File: src/rtl/i2c_slave_rx_pkg.sv
// Shared definitions for the write-only I2C target: FSM state encoding,
// bus-level constants and the address-match helper.
package i2c_slave_rx_pkg;

    typedef enum logic [2:0] {
        ST_IDLE     = 3'd0,
        ST_ADDR     = 3'd1,
        ST_ADDR_ACK = 3'd2,
        ST_DATA     = 3'd3,
        ST_DATA_ACK = 3'd4,
        ST_IGNORE   = 3'd5
    } state_e;

    localparam logic       I2C_ACK       = 1'b0;
    localparam logic       I2C_NACK      = 1'b1;
    localparam logic       RW_WRITE      = 1'b0;
    localparam logic [3:0] BITS_PER_BYTE = 4'd8;

    function automatic logic addr_match(input logic [7:0] addr_byte,
                                        input logic [6:0] own_addr);
        return (addr_byte[7:1] == own_addr) && (addr_byte[0] == RW_WRITE);
    endfunction

endpackage

File: src/rtl/i2c_slave_rx_sync_edge.sv
// Synchronizer plus one delay flop for an asynchronous bus line; provides the
// synchronized level and single-cycle rise/fall pulses.
module i2c_sync_edge #(
    parameter int STAGES = 2
) (
    input  logic clk,
    input  logic reset,
    input  logic d_i,
    output logic level_o,
    output logic rise_o,
    output logic fall_o
);

    logic [STAGES-1:0] sync_q;
    logic              dly_q;

    // Reset to the idle-high bus level so that leaving reset creates no edge.
    always_ff @(posedge clk or posedge reset) begin
        if (reset) begin
            sync_q <= '1;
            dly_q  <= 1'b1;
        end else begin
            sync_q <= {sync_q[STAGES-2:0], d_i};
            dly_q  <= sync_q[STAGES-1];
        end
    end

    assign level_o = sync_q[STAGES-1];
    assign rise_o  = sync_q[STAGES-1] & ~dly_q;
    assign fall_o  = ~sync_q[STAGES-1] & dly_q;

endmodule

File: src/rtl/i2c_slave_rx.sv
// Write-only I2C target: detects START/STOP, matches a 7-bit address, ACKs
// address and data bytes, and strobes each received data byte out.
module i2c_slave_rx
    import i2c_slave_rx_pkg::*;
#(
    parameter logic [6:0] SLAVE_ADDR  = 7'h42,
    parameter int         SYNC_STAGES = 2
) (
    input  logic       clk,
    input  logic       reset,
    input  logic       scl_in,
    input  logic       sda_in,
    output logic       sda_oe,
    output logic [7:0] rx_data,
    output logic       rx_valid,
    output logic       busy,
    output logic       addr_hit
);

    logic scl_lvl_s, scl_rise_s, scl_fall_s;
    logic sda_lvl_s, sda_rise_s, sda_fall_s;
    logic start_s, stop_s;

    state_e     state_q,    state_d;
    logic [3:0] bit_cnt_q,  bit_cnt_d;
    logic [7:0] shift_q,    shift_d;
    logic       sda_oe_q,   sda_oe_d;
    logic [7:0] rx_data_q,  rx_data_d;
    logic       rx_valid_q, rx_valid_d;
    logic       busy_q,     busy_d;
    logic       addr_hit_q, addr_hit_d;

    i2c_sync_edge #(.STAGES(SYNC_STAGES)) u_scl_sync (
        .clk     (clk),
        .reset   (reset),
        .d_i     (scl_in),
        .level_o (scl_lvl_s),
        .rise_o  (scl_rise_s),
        .fall_o  (scl_fall_s)
    );

    i2c_sync_edge #(.STAGES(SYNC_STAGES)) u_sda_sync (
        .clk     (clk),
        .reset   (reset),
        .d_i     (sda_in),
        .level_o (sda_lvl_s),
        .rise_o  (sda_rise_s),
        .fall_o  (sda_fall_s)
    );

    assign start_s = scl_lvl_s & sda_fall_s;
    assign stop_s  = scl_lvl_s & sda_rise_s;

    // State, shifter, counter and all outputs are registered here.
    always_ff @(posedge clk or posedge reset) begin
        if (reset) begin
            state_q    <= ST_IDLE;
            bit_cnt_q  <= 4'd0;
            shift_q    <= 8'h00;
            sda_oe_q   <= 1'b0;
            rx_data_q  <= 8'h00;
            rx_valid_q <= 1'b0;
            busy_q     <= 1'b0;
            addr_hit_q <= 1'b0;
        end else begin
            state_q    <= state_d;
            bit_cnt_q  <= bit_cnt_d;
            shift_q    <= shift_d;
            sda_oe_q   <= sda_oe_d;
            rx_data_q  <= rx_data_d;
            rx_valid_q <= rx_valid_d;
            busy_q     <= busy_d;
            addr_hit_q <= addr_hit_d;
        end
    end

    // Next-state logic; bus conditions outrank SCL edges seen in the same cycle.
    always_comb begin
        state_d    = state_q;
        bit_cnt_d  = bit_cnt_q;
        shift_d    = shift_q;
        sda_oe_d   = sda_oe_q;
        rx_data_d  = rx_data_q;
        rx_valid_d = 1'b0;
        busy_d     = busy_q;
        addr_hit_d = addr_hit_q;

        if (stop_s && (state_q != ST_IDLE)) begin
            state_d    = ST_IDLE;
            sda_oe_d   = 1'b0;
            busy_d     = 1'b0;
            addr_hit_d = 1'b0;
        end else if (start_s) begin
            state_d    = ST_ADDR;
            bit_cnt_d  = 4'd0;
            shift_d    = 8'h00;
            sda_oe_d   = 1'b0;
            busy_d     = 1'b1;
            addr_hit_d = 1'b0;
        end else begin
            case (state_q)
                ST_ADDR, ST_DATA: begin
                    if (scl_rise_s && (bit_cnt_q < BITS_PER_BYTE)) begin
                        shift_d   = {shift_q[6:0], sda_lvl_s};
                        bit_cnt_d = bit_cnt_q + 4'd1;
                    end else if (scl_fall_s && (bit_cnt_q == BITS_PER_BYTE)) begin
                        if (state_q == ST_DATA) begin
                            rx_data_d  = shift_q;
                            rx_valid_d = 1'b1;
                            sda_oe_d   = 1'b1;
                            state_d    = ST_DATA_ACK;
                        end else if (addr_match(shift_q, SLAVE_ADDR)) begin
                            sda_oe_d   = 1'b1;
                            addr_hit_d = 1'b1;
                            state_d    = ST_ADDR_ACK;
                        end else begin
                            sda_oe_d   = 1'b0;
                            state_d    = ST_IGNORE;
                        end
                    end else begin
                        state_d = state_q;
                    end
                end
                ST_ADDR_ACK, ST_DATA_ACK: begin
                    // The first falling edge here ends the ninth (ACK) clock.
                    if (scl_fall_s) begin
                        sda_oe_d  = 1'b0;
                        bit_cnt_d = 4'd0;
                        state_d   = ST_DATA;
                    end else begin
                        state_d = state_q;
                    end
                end
                ST_IGNORE: begin
                    sda_oe_d = 1'b0;
                end
                ST_IDLE: begin
                    state_d = ST_IDLE;
                end
                default: begin
                    state_d    = ST_IDLE;
                    sda_oe_d   = 1'b0;
                    busy_d     = 1'b0;
                    addr_hit_d = 1'b0;
                end
            endcase
        end
    end

    assign sda_oe   = sda_oe_q;
    assign rx_data  = rx_data_q;
    assign rx_valid = rx_valid_q;
    assign busy     = busy_q;
    assign addr_hit = addr_hit_q;

endmodule
File: config.mk
export PLATFORM = sky130hd
export DESIGN_NAME = i2c_slave_rx
export DESIGN_NICKNAME = d
export VERILOG_FILES = /design/src/rtl/i2c_slave_rx_pkg.sv /design/src/rtl/i2c_slave_rx_sync_edge.sv /design/src/rtl/i2c_slave_rx.sv
export SDC_FILE = /design/constraint.sdc
export NUM_CORES = 1
export LEC_CHECK = 0
export CELL_PAD_IN_SITES_DETAIL_PLACEMENT = 1
export CELL_PAD_IN_SITES_GLOBAL_PLACEMENT = 1
export CORE_MARGIN = 2
export CORE_UTILIZATION = 45
export DETAILED_ROUTE_END_ITERATION = 12
export HOLD_SLACK_MARGIN = 0.05
export MAX_ROUTING_LAYER = met4
export PLACE_DENSITY = 0.84
export RECOVER_POWER = 50
export SYNTH_ARGS = -nofsm -noshare
export SYNTH_HDL_FRONTEND = slang
export SYNTH_SLANG_ARGS = --single-unit
File: constraint.sdc
create_clock -name clk -period 4.3 [get_ports clk]
set_input_delay 1.29 -clock clk [delete_from_list [all_inputs] [get_ports clk]]
set_output_delay 1.29 -clock clk [all_outputs]
set_load 0.01 [all_outputs]
==> results.env, run 1 <==
NUMBER_OF_TOP_LEVEL_PINS=16
SYNTH-SEQ-AREA-SHARE_PCT=50.3
CTS_TREE='done'
WORSTPATHCELLLIST='clkdlybuf4s50_1, inv_1, clkbuf_1'
CRITPATHKIND='in2async'
POWER.SHARE.SWITCHING_PCT=34.0
AREA_DELTA_SYNTH_FINAL_PCT=17.2
WL_PER_CELL_UM=17.8
SYNTH_TOP_CELL_BY_AREA='dfrtp_1'
POSTSYNTHREGISTERBITS=33
INITIAL_CORE_UTIL_PCT=45.9
DIE_WIDTH_UM=64.7
FINALWIRELENGTH_UM=3750
ROUTE.DETAILED.DRC=0
POWER.NET_SWITCHING_mW=0.367
MIN_DELAY_WORST_ENDPOINT='u_sda_sync.sync_q[1]$_DFF_PP1_'
GRT_START_MAX_NET_PINS=34
TRITONCTS.NUM_BUFFERS=5
FMAX_ACHIEVED_GHz=0.340
DETAILEDPLACEMENTHPWL_UM=2730
UNREPAIRED_SETUP_ENDPOINTS_AFTER_GLOBAL_ROUTING='false'
FIRSTDRTPASSITERS=4
ANT_NETS=0
MAX-VDD-IR-DROP_uV=230
RESIDUAL_OVERFLOW_FROM_GLOBAL_ROUTING=0
REPORT.FINAL.SLEW_VIOL_COUNT=34
POWER.DENSITY_CELL_AREA_nW_PER_UM2=557
SYNTH-MAIN-FF-CELL='dfrtp_1'
DETAILEDROUTE.FIRSTITERATIONVIOLATIONS=65
GRT.MET1_USAGE_PCT=26.8
FRACTION_OF_LAYOUT_INSTANCES_USING_A_DRIVE_STRENGTH_ABOVE_1_PCT=16.0
TIGHTESTPINTRANSITION_PS=1750
WORST_R2R_STARTPOINT='u_scl_sync.sync_q[1]$_DFF_PP1_'
CPLARGESTDELAYFAMILY='buffers and inverters'
TIMING.CRITICAL_PATH.FANOUT_MAX=33
CTS_MAX_LEVEL=2
P_COMB_SHARE_PCT=30.0
R2R-END='shift_q[7]$_DFFE_PP0P_'
FP-ROW-COUNT=22
ROUTE.VIAS.TOTAL=1202
SETUP_VIOL=0
GR-MAX-USAGE-LAYER='met2'
SYNTH_CELL_TYPES=52
REG2REG_DEPTH=3
CAP_VIOLATIONS=1
NUMBER_OF_RESIZED_INSTANCES_IN_THE_POST_CTS_REPAIR_STEP=0
FINAL_PERIOD_MINUS_WORST_SETUP_SLACK_PS=2940
GRT_ANTENNA_BEFORE_REPAIR=0
CTSLONGESTPATHBUFFERS=2
RRSETUPSLACK_PS=1960
GR-USAGE-MET2_PCT=34.2
DIE_H_UM=64.7
SYN_AVG_CELL_AREA_SQ_UM=11.5
SYNTH_TOP_AREA_SHARE_PCT=40.8
WORSTHOLDPATHCELLS=0
FINAL_WORST_PATH_PERIOD_SHARE_PCT=68.4
WORST_EP_ARRIVAL_TIME_PS=3000
TIMING.HOLD.WORST.CLASS='reg2reg'
YOSYS_WARNINGS=0
PLACE.GP.CONGESTION=0.916
INSERTION_DELAY_PS=280
DIEAREA_SQ_UM=4180
FAILED_CHECKS='capacitance limit, slew limit'
DPL.CELL_COUNT=203
FIN_CELLS=211
SYNTH_ASYNC_SR_FLOP_SHARE_PCT=100
CP_CAPTURE_TYPE='asynchronous set/reset pin'
SUM_OF_NEGATIVE_SETUP_SLACK_PS=0
GRT_FIRST_PASS_WIRELENGTH_UM=6680
HOLD_VIOL=0
POST_SYNTH_INST_COUNT=144
CP_SLOWEST_CELL='clkbuf_1'
SLEW-LIMIT-HEADROOM_PCT=-16.4
CLOCKPOWERSHARE_PCT=27.6
STATUS='finished with violations'
NETLIST_TOP_CELLS_AREA='dfrtp_1 41%, dfstp_2 9.5%, mux2_4 3.6%'
CORE_AREA_SQ_UM=3610
NETS=168
PORT_BUFFERS=15
MIN_FROM='u_sda_sync.sync_q[0]$_DFF_PP1_'
CTS_SETUP_BUFFERS=0
POST_SYNTH_INSTANCE_AREA_SQ_UM=1660
CRITPATHBUFINV=3
FIRST_GLOBAL_VIAS=1332
CRITPATHMAXSTAGEDELAY_PS=1260
WORST-ENDPOINT-REQUIRED_PS=4360
STATIC-LEAKAGE-POWER_nW=0.849
CLOCK_SINK_COUNT=33
DRT-VIAS-PER-INSTANCE=5.70
MET3_USAGE_PCT=5.38
STARTPOINT_TYPE='input pin'
DIODES=0
SEQ_POWER_SHARE_PCT=42.4
POST_CTS_HOLD_BUFFER_COUNT=0
SYN-NUM-NETS=150
CLOCKROOTBUFFER='clkbuf_8'
CLOCK_SKEW_AFTER_LAYOUT_PS=6.39
SYNTH-EDFF-COUNT=0
CLK_PIN_SLEW_WORST_PATHS_PS=60
GRT_USAGE_PCT=21.9
POWER.INTERNAL_mW=0.713
-- cell usage after synthesis, types with 3 or more instances --
| cell | count |
|---|---|
| dfrtp_1 | 27 |
| nand2_1 | 13 |
| inv_1 | 11 |
| nor2_1 | 7 |
| o21ai_0 | 7 |
| dfstp_2 | 6 |
| mux2i_1 | 5 |
| a21oi_1 | 4 |
| mux2_4 | 4 |
| a211oi_1 | 3 |
| buf_6 | 3 |
| mux2_2 | 3 |
| nor2b_1 | 3 |
-- sequential cells by signal, summed over array words and instances, names as in the netlist --
name	count
state_q	3
u_sda_sync.sync_q	2
u_sda_sync.dly_q	1
rx_valid	1
u_scl_sync.sync_q	2
rx_data	8
busy	1
shift_q	8
u_scl_sync.dly_q	1
bit_cnt_q	4
addr_hit	1
sda_oe	1
-- power by group through the flow --
stage	registers (mW)	logic, mW	clock network [mW]
3_5_place_dp	0.462	0.324	0
3_3_place_gp	0.454	0.304	0
5_1_grt	0.468	0.362	0.322
4_1_cts	0.457	0.327	0.305
2_1_floorplan	0.415	0.299	0
6_report	0.458	0.324	0.299
-- routing by layer --
metal  wire (um)  vias to the layer above
met2        1870                       31
li1            -                      552
met5           0                        -
met3         140                        9
met4          74                        0
met1        1660                      610
-- worst max-delay path by stage --
stage / start / end / slack [ps] / cells after the start
after floorplan: reset / addr_hit$_DFFE_PP0P_ / 2300 / 1
after global placement: sda_oe$_DFFE_PP0P_ / sda_oe / 2140 / 1
after detailed placement: busy$_DFFE_PP0P_ / busy / 2120 / 1
after CTS: busy$_DFFE_PP0P_ / busy / 1810 / 1
after global routing: reset / rx_data[4]$_DFFE_PP0P_ / 1010 / 3
final: reset / shift_q[1]$_DFFE_PP0P_ / 1360 / 3
-- cell type report --
| cell class | instances | area, sq um |
|---|---|---|
| Clock inverter | 1 | 30.0 |
| Inverter | 12 | 45.0 |
| Sequential cell | 33 | 833 |
| Multi-Input combinational cell | 94 | 731 |
| Tap cell | 48 | 60.1 |
| Clock buffer | 7 | 86.3 |
| Fill cell | 406 | 1670 |
| Timing Repair Buffer | 16 | 154 |
-- through the flow --
step	worst slack, ps	hold WS (ps)	utilization, %	area [sq um]	power (mW)
6_report	1360	361	53.8	1940	1.08
5_1_grt	1010	369	53.8	1940	1.15
4_1_cts	1810	357	53.9	1940	1.09
3_5_place_dp	2120	347	50.7	1830	0.787
3_3_place_gp	2140	347	50.7	1830	0.758
2_1_floorplan	2300	345	-	1660	0.714
-- logic make-up after synthesis --
| logic type | Yosys count | share of synthesized area [%] |
|---|---|---|
| AND/OR/NAND/NOR | 40 | 14.1 |
| AO/OA/AOI/OAI | 36 | 17.5 |
| flip-flops | 33 | 50.3 |
| buffers and inverters | 17 | 5.52 |
| multiplexers | 14 | 10.1 |
| XOR/XNOR | 2 | 1.06 |
| adder cells (fa/ha/maj) | 2 | 1.51 |
-- placed cells by master (no fill, tap or decap), types with 5 or more instances in the layout --
cell type        instances
dfrtp_1                 27
nand2_1                 13
clkdlybuf4s50_1         13
inv_1                   11
o21ai_0                  7
nor2_1                   7
clkbuf_8                 6
mux2i_1                  5
Power figures use the tool's default switching activity.
==> run 2, diff against run 1 <==
==> constraint.sdc (replaced) <==
create_clock -name clk -period 2.8 [get_ports clk]
set_input_delay 0.84 -clock clk [delete_from_list [all_inputs] [get_ports clk]]
set_output_delay 0.84 -clock clk [all_outputs]
set_load 0.01 [all_outputs]
==> run 2 against run 1 <==
The run now ends clean. Via count increased by 0.58%. Global-route usage decreased by 0.49 points. Clock power increased by 76%. Sequential share of layout area decreased by 0.74 points. Critical path type is now reg2reg. Sequential power increased by 54%. Combinational power increased by 56%. Worst hold slack improved by 5.0 ps. Sequential cell count unchanged. Non-clock buffer count unchanged.
==> results.env, run 2 (same netlist as run 1, synthesis figures left out) <==
WORST-ENDPOINT-REQUIRED_PS=2970  # was 4360 ps
MOSTFREQUENTLAYOUTCELLS='27 x dfrtp_1, 13 x nand2_1, 12 x clkdlybuf4s50_1'  # was 27 x dfrtp_1, 13 x nand2_1, 13 x clkdlybuf4s50_1
WORSTHOLDPATHCELLS=0  # unchanged
SEQ_AREA_SQ_UM=833  # unchanged
STATUS='finished clean'  # was finished with violations
DIE_H_UM=64.7  # unchanged
FILLERINSTANCES=390  # was 406
TRITONCTS.NUM_BUFFERS=5  # unchanged
WL_PER_CELL_UM=17.6  # was 17.8 um
UNREPAIRED_SETUP_ENDPOINTS_AFTER_GLOBAL_ROUTING='false'  # unchanged
TIGHTESTPINTRANSITION_PS=631  # was 1750 ps
AREA_DELTA_SYNTH_FINAL_PCT=19.2  # was 17.2%
CP_SLOWEST_CELL='dfstp_1'  # was clkbuf_1
CRITPATHKIND='reg2reg'  # was in2async
FINAL_COMMON_CELL='dfrtp_1'  # unchanged
STARTPOINT_TYPE='register'  # was input pin
WORST_R2R_STARTPOINT='u_scl_sync.sync_q[1]$_DFF_PP1_'  # unchanged
POST_DP_CELL_AREA_SQ_UM=1840  # was 1830 sq um
NETS=168  # unchanged
HOLD_SLACK_PS=366  # was 361 ps
POST_CTS_HOLD_BUFFER_COUNT=0  # unchanged
CRITPATHMAXSTAGEDELAY_PS=920  # was 1260 ps
GRT_START_MAX_NET_PINS=20  # was 34
FINAL_PERIOD_MINUS_WORST_SETUP_SLACK_PS=2340
DRT-VIAS-PER-INSTANCE=5.73  # was 5.70
GRT_FIRST_PASS_WIRELENGTH_UM=6510  # was 6680 um
FINAL_CELL_AREA_SQ_UM=1970  # was 1940 sq um
WORST_EP_ARRIVAL_TIME_PS=2510  # was 3000 ps
NUMBER_OF_RESIZED_INSTANCES_IN_THE_POST_CTS_REPAIR_STEP=0  # unchanged
SLEW-LIMIT-HEADROOM_PCT=57.9  # was -16.4%
SETUP_VIOL=0  # unchanged
ANT_NETS=0  # unchanged
CPLARGESTDELAYFAMILY='flip-flops'  # was buffers and inverters
CTSLONGESTPATHBUFFERS=2  # unchanged
FIRSTDRTPASSITERS=4  # unchanged
MULTIINPUTGATEAREA_SQ_UM=731  # unchanged
DETAILEDROUTE.FIRSTITERATIONVIOLATIONS=86  # was 65
INSERTION_DELAY_PS=290  # was 280 ps
DIE_WIDTH_UM=64.7  # unchanged
GRT_ANTENNA_BEFORE_REPAIR=0  # unchanged
DIEAREA_SQ_UM=4180  # unchanged
FRACTION_OF_LAYOUT_INSTANCES_USING_A_DRIVE_STRENGTH_ABOVE_1_PCT=17.2  # was 16.0%
FINAL_WORST_PATH_PERIOD_SHARE_PCT=83.6
FINALWIRELENGTH_UM=3710  # was 3750 um
MAX-VDD-IR-DROP_uV=445  # was 230 uV
TIMING.CRITICAL_PATH.FANOUT_MAX=15  # was 33
PLACE.GP.CONGESTION=0.929  # was 0.916
CTS_MAX_LEVEL=2  # unchanged
MIN_DELAY_WORST_ENDPOINT='u_scl_sync.sync_q[1]$_DFF_PP1_'  # was u_sda_sync.sync_q[1]$_DFF_PP1_
MIN_FROM='u_scl_sync.sync_q[0]$_DFF_PP1_'  # was u_sda_sync.sync_q[0]$_DFF_PP1_
GRT_USAGE_PCT=21.4  # was 21.9%
NUMBER_OF_TOP_LEVEL_PINS=16  # unchanged
FINALCOREUTILIZATION_PCT=54.7  # was 53.8%
PORT_BUFFERS=15  # unchanged
POWER.DENSITY_CELL_AREA_nW_PER_UM2=879  # was 557 nW/um^2
CRITPATHBUFINV=0  # was 3
CLOCKROOTBUFFER='clkbuf_8'  # unchanged
REG2REG_DEPTH=4  # was 3
CP_CAPTURE_TYPE='register'  # was asynchronous set/reset pin
STATIC-LEAKAGE-POWER_nW=0.867  # was 0.849 nW
DETAILEDPLACEMENTHPWL_UM=2710  # was 2730 um
ROUTE.VIAS.TOTAL=1209  # was 1202
CAP_VIOLATIONS=0  # was 1
FMAX_ACHIEVED_GHz=0.427
CTS_TREE='done'  # unchanged
INITIAL_CORE_UTIL_PCT=45.9  # unchanged
REPORT.FINAL.SLEW_VIOL_COUNT=0  # was 34
FIRST_GLOBAL_VIAS=1314  # was 1332
CLK_PIN_SLEW_WORST_PATHS_PS=60  # about the same
RESIDUAL_OVERFLOW_FROM_GLOBAL_ROUTING=0  # unchanged
DIODES=0  # unchanged
CLOCK_SINK_COUNT=33  # unchanged
WORSTPATHCELLLIST='nand3b_2, o311a_1, a211oi_2, mux2_1'  # was clkdlybuf4s50_1, inv_1, clkbuf_1
CORE_AREA_SQ_UM=3610  # unchanged
R2R-END='bit_cnt_q[1]$_DFFE_PP0P_'  # was shift_q[7]$_DFFE_PP0P_
RRSETUPSLACK_PS=460  # was 1960 ps
TIMING.HOLD.WORST.CLASS='reg2reg'  # unchanged
HOLD_VIOL=0  # unchanged
CTS_SETUP_BUFFERS=0  # unchanged
FP-ROW-COUNT=22  # unchanged
SUM_OF_NEGATIVE_SETUP_SLACK_PS=0  # unchanged
CLOCK_SKEW_AFTER_LAYOUT_PS=10.8  # was 6.39 ps
ROUTE.DETAILED.DRC=0  # unchanged
run 2: cell types whose count changed in the layout (fill, tap and decap cells not counted):
| cell | previous run | this run |
|---|---|---|
| clkbuf_1 | 2 | 0 |
| buf_12 | 0 | 1 |
| bufinv_16 | 1 | 2 |
| clkbuf_8 | 6 | 5 |
| clkdlybuf4s50_1 | 13 | 12 |
| clkinv_2 | 0 | 1 |
| dlygate4sd3_1 | 2 | 3 |
run 2: how the worst max path moves through the flow:
stage / start / slack (ps) / depth (start not counted) / endpoint
final: u_scl_sync.sync_q[1]$_DFF_PP1_ / 460 / 4 / bit_cnt_q[1]$_DFFE_PP0P_
after global placement: u_scl_sync.sync_q[1]$_DFF_PP1_ / 780 / 3 / shift_q[0]$_DFFE_PP0P_
after CTS: u_scl_sync.sync_q[1]$_DFF_PP1_ / 700 / 4 / bit_cnt_q[1]$_DFFE_PP0P_
after detailed placement: u_scl_sync.sync_q[1]$_DFF_PP1_ / 720 / 4 / bit_cnt_q[1]$_DFFE_PP0P_
after floorplan: u_scl_sync.sync_q[1]$_DFF_PP1_ / 1050 / 4 / shift_q[0]$_DFFE_PP0P_
after global routing: u_scl_sync.sync_q[1]$_DFF_PP1_ / 360 / 4 / bit_cnt_q[1]$_DFFE_PP0P_
run 2: through the flow:
stage	power, mW	worst slack, ps	cells
floorplan	1.10	1050	144
global placement	1.17	783	203
detailed placement	1.20	720	203
CTS	1.75	699	211
global route	1.84	365	211
finish	1.74	459	211
run 2: area by class of cell:
class | instances | share of cell area [%]
Clock buffer | 5 | 3.49
Clock inverter | 3 | 3.30
Inverter | 12 | 2.28
Multi-Input combinational cell | 94 | 37.0
Sequential cell | 33 | 42.2
Tap cell | 48 | 3.04
Timing Repair Buffer | 16 | 8.62
run 2: where the power goes:
part           switching [mW]  internal [mW]
clock                   0.172          0.353
combinational           0.274          0.232
sequential              0.128          0.576
run 2: layer usage:
metal  track usage (%)  share of wire (%)
met1              24.4                 41
met2              36.5                 53
met3              6.08                4.5
met4              7.18                1.9
met5                 -                  0
==> run 3, diff against run 2 <==
--- a/config.mk
+++ b/config.mk
@@ -8,11 +8,11 @@
 export CELL_PAD_IN_SITES_DETAIL_PLACEMENT = 1
 export CELL_PAD_IN_SITES_GLOBAL_PLACEMENT = 1
 export CORE_MARGIN = 2
-export CORE_UTILIZATION = 45
+export CORE_UTILIZATION = 40
 export DETAILED_ROUTE_END_ITERATION = 12
 export HOLD_SLACK_MARGIN = 0.05
 export MAX_ROUTING_LAYER = met4
-export PLACE_DENSITY = 0.84
+export PLACE_DENSITY = 0.8
 export RECOVER_POWER = 50
 export SYNTH_ARGS = -nofsm -noshare
 export SYNTH_HDL_FRONTEND = slang
==> constraint.sdc (replaced) <==
create_clock -name clk -period 2 [get_ports clk]
set_input_delay 0.6 -clock clk [delete_from_list [all_inputs] [get_ports clk]]
set_output_delay 0.6 -clock clk [all_outputs]
set_load 0.01 [all_outputs]
==> run 3 against run 2 <==
Sequential power rose by 40%. Register-to-register slack worse by 340 ps. Wire length increased by 1.1%. Global-route usage fell by 1.9 points. Cell area fell by 0.44%. Critical path depth is the same. Cell count rose by 3.3%. Non-clock buffer count increased by 5. Clock skew about the same. Core utilization decreased by 5.6 points. Largest cell class unchanged. Largest power group unchanged. Highest routed layer unchanged.
==> results.env, run 3 (same netlist as run 1, synthesis figures left out) <==
CLOCK_SINK_COUNT=33  # unchanged
WORSTHOLDPATHCELLS=0  # unchanged
ROUTE.DETAILED.DRC=0  # unchanged
FIRSTDRTPASSITERS=5  # was 4
DETAILEDPLACEMENTHPWL_UM=2750  # was 2710 um
TIMING.CRITICAL_PATH.FANOUT_MAX=15  # unchanged
CTSLONGESTPATHBUFFERS=2  # unchanged
FIN_CELLS=218  # was 211
CP_CAPTURE_TYPE='register'  # unchanged
TIMING.HOLD.WORST.CLASS='reg2reg'  # unchanged
DETAILEDROUTE.FIRSTITERATIONVIOLATIONS=87  # was 86
MIN_FROM='u_scl_sync.sync_q[0]$_DFF_PP1_'  # unchanged
POST_DP_CELL_AREA_SQ_UM=1880  # was 1840 sq um
MOSTFREQUENTLAYOUTCELLS='27 x dfrtp_1, 13 x nand2_1, 12 x clkdlybuf4s50_1'  # unchanged
RRSETUPSLACK_PS=120  # was 460 ps
NETS=173  # was 168
FILLERINSTANCES=436  # was 390
REG2REG_DEPTH=4  # unchanged
PLACE.GP.CONGESTION=0.865  # was 0.929
DIE_H_UM=68.3  # was 64.7 um
FRACTION_OF_LAYOUT_INSTANCES_USING_A_DRIVE_STRENGTH_ABOVE_1_PCT=19.0  # was 17.2%
STARTPOINT_TYPE='register'  # unchanged
DPL.CELL_COUNT=210  # was 203
INSERTION_DELAY_PS=290  # about the same
DRT-VIAS-PER-INSTANCE=5.46  # was 5.73
CTS_MAX_LEVEL=2  # unchanged
GRT_USAGE_PCT=19.5  # was 21.4%
WORST_R2R_STARTPOINT='u_scl_sync.sync_q[1]$_DFF_PP1_'  # unchanged
FINAL_COMMON_CELL='dfrtp_1'  # unchanged
ANT_NETS=0  # unchanged
PORT_BUFFERS=15  # unchanged
MIN_DELAY_WORST_ENDPOINT='u_scl_sync.sync_q[1]$_DFF_PP1_'  # unchanged
FINAL_CELL_AREA_SQ_UM=1960  # was 1970 sq um
SETUP_VIOL=0  # unchanged
DIODES=0  # unchanged
WORST-ENDPOINT-REQUIRED_PS=2160  # was 2970 ps
FINALWIRELENGTH_UM=3750  # was 3710 um
POWER.DENSITY_CELL_AREA_nW_PER_UM2=1130  # was 879 nW/um^2
FMAX_ACHIEVED_GHz=0.533  # was 0.427 GHz
WORST_EP_ARRIVAL_TIME_PS=2040  # was 2510 ps
POST_CTS_HOLD_BUFFER_COUNT=0  # unchanged
HOLD_VIOL=0  # unchanged
CORE_AREA_SQ_UM=4000  # was 3610 sq um
SLEW-LIMIT-HEADROOM_PCT=47.2  # was 57.9%
DIE_WIDTH_UM=68.3  # was 64.7 um
CLK_PIN_SLEW_WORST_PATHS_PS=70  # was 60 ps
R2R-END='bit_cnt_q[1]$_DFFE_PP0P_'  # unchanged
CAP_VIOLATIONS=0  # unchanged
TIGHTESTPINTRANSITION_PS=793  # was 631 ps
CLOCK_SKEW_AFTER_LAYOUT_PS=10.7  # was 10.8 ps
STATIC-LEAKAGE-POWER_nW=0.861  # was 0.867 nW
TRITONCTS.NUM_BUFFERS=5  # unchanged
UNREPAIRED_SETUP_ENDPOINTS_AFTER_GLOBAL_ROUTING='false'  # unchanged
CTS_SETUP_BUFFERS=0  # unchanged
NUMBER_OF_TOP_LEVEL_PINS=16  # unchanged
SEQ_AREA_SQ_UM=837  # was 833 sq um
RESIDUAL_OVERFLOW_FROM_GLOBAL_ROUTING=0  # unchanged
FINAL_WORST_PATH_PERIOD_SHARE_PCT=93.8  # was 83.6%
WL_PER_CELL_UM=17.2  # was 17.6 um
GRT_START_MAX_NET_PINS=34  # was 20
STATUS='finished clean'  # unchanged
NUMBER_OF_RESIZED_INSTANCES_IN_THE_POST_CTS_REPAIR_STEP=0  # unchanged
MULTIINPUTGATEAREA_SQ_UM=731  # unchanged
CTS_TREE='done'  # unchanged
ROUTE.VIAS.TOTAL=1190  # was 1209
FIRST_GLOBAL_VIAS=1279  # was 1314
GRT_FIRST_PASS_WIRELENGTH_UM=6370  # was 6510 um
DIEAREA_SQ_UM=4670  # was 4180 sq um
MAX-VDD-IR-DROP_uV=437  # was 445 uV
FINAL_POWER_mW=2.22  # was 1.74 mW
AREA_DELTA_SYNTH_FINAL_PCT=18.7  # was 19.2%
FINAL_PERIOD_MINUS_WORST_SETUP_SLACK_PS=1880  # was 2340 ps
GRT_ANTENNA_BEFORE_REPAIR=0  # unchanged
REPORT.FINAL.SLEW_VIOL_COUNT=0  # unchanged
SUM_OF_NEGATIVE_SETUP_SLACK_PS=0  # unchanged
FP-ROW-COUNT=23  # was 22
CRITPATHKIND='reg2reg'  # unchanged
INITIAL_CORE_UTIL_PCT=41.4  # was 45.9%
CLOCKROOTBUFFER='clkbuf_8'  # unchanged
[run 3: where the power goes]
| part | total [mW] | leakage (nW) | switching [mW] | internal (mW) |
|---|---|---|---|---|
| clock network | 0.490 | 0.0385 | 0.244 | 0.246 |
| registers | 0.986 | 0.424 | 0.179 | 0.807 |
| logic | 0.744 | 0.399 | 0.382 | 0.362 |
[run 3: layout make-up]
type                       instances  area share, %
clock inverter                     1          0.382
tap                               50           3.18
timing repair buffer              21           10.4
sequential                        33           42.6
inverter                          12           2.29
clock buffer                       7           3.89
multi-input combinational         94           37.2
[run 3: layer usage]
layer | wire length [um] | share of wire (%) | global-route usage (%) | vias to the layer above
li1 | - | - | - | 558
met1 | 1760 | 47 | 24.6 | 605
met2 | 1820 | 48 | 30.2 | 20
met3 | 105 | 2.8 | 3.95 | 7
met4 | 70 | 1.9 | 9.00 | 0
met5 | 0 | 0 | - | -
[run 3: worst max-delay path by stage]
stage                                   startpoint  cells after the start  slack, ps                       end
detailed placement  u_scl_sync.sync_q[1]$_DFF_PP1_                      4         90  bit_cnt_q[1]$_DFFE_PP0P_
finish              u_scl_sync.sync_q[1]$_DFF_PP1_                      4        120  bit_cnt_q[1]$_DFFE_PP0P_
global route        u_scl_sync.sync_q[1]$_DFF_PP1_                      4         10  bit_cnt_q[1]$_DFFE_PP0P_
CTS                 u_scl_sync.sync_q[1]$_DFF_PP1_                      4         70  bit_cnt_q[1]$_DFFE_PP0P_
global placement    u_scl_sync.sync_q[1]$_DFF_PP1_                      4        160  bit_cnt_q[1]$_DFFE_PP0P_
floorplan           u_scl_sync.sync_q[1]$_DFF_PP1_                      4        250    shift_q[0]$_DFFE_PP0P_
[run 3: stage by stage]
step | hold WS, ps | worst slack, ps | utilization [%]
6_report | 358 | 124 | 49.1
5_1_grt | 365 | 10.9 | 49.1
4_1_cts | 359 | 65.6 | 49.1
3_5_place_dp | 349 | 88.3 | 47.0
3_3_place_gp | 347 | 156 | 47.0
2_1_floorplan | 345 | 253 | -
[run 3: critical path, stage by stage (launching register included)]
cell,delay [ps]
dfstp_4,730
nand3b_2,220
o311a_1,220
a211oi_2,250
mux2_1,350
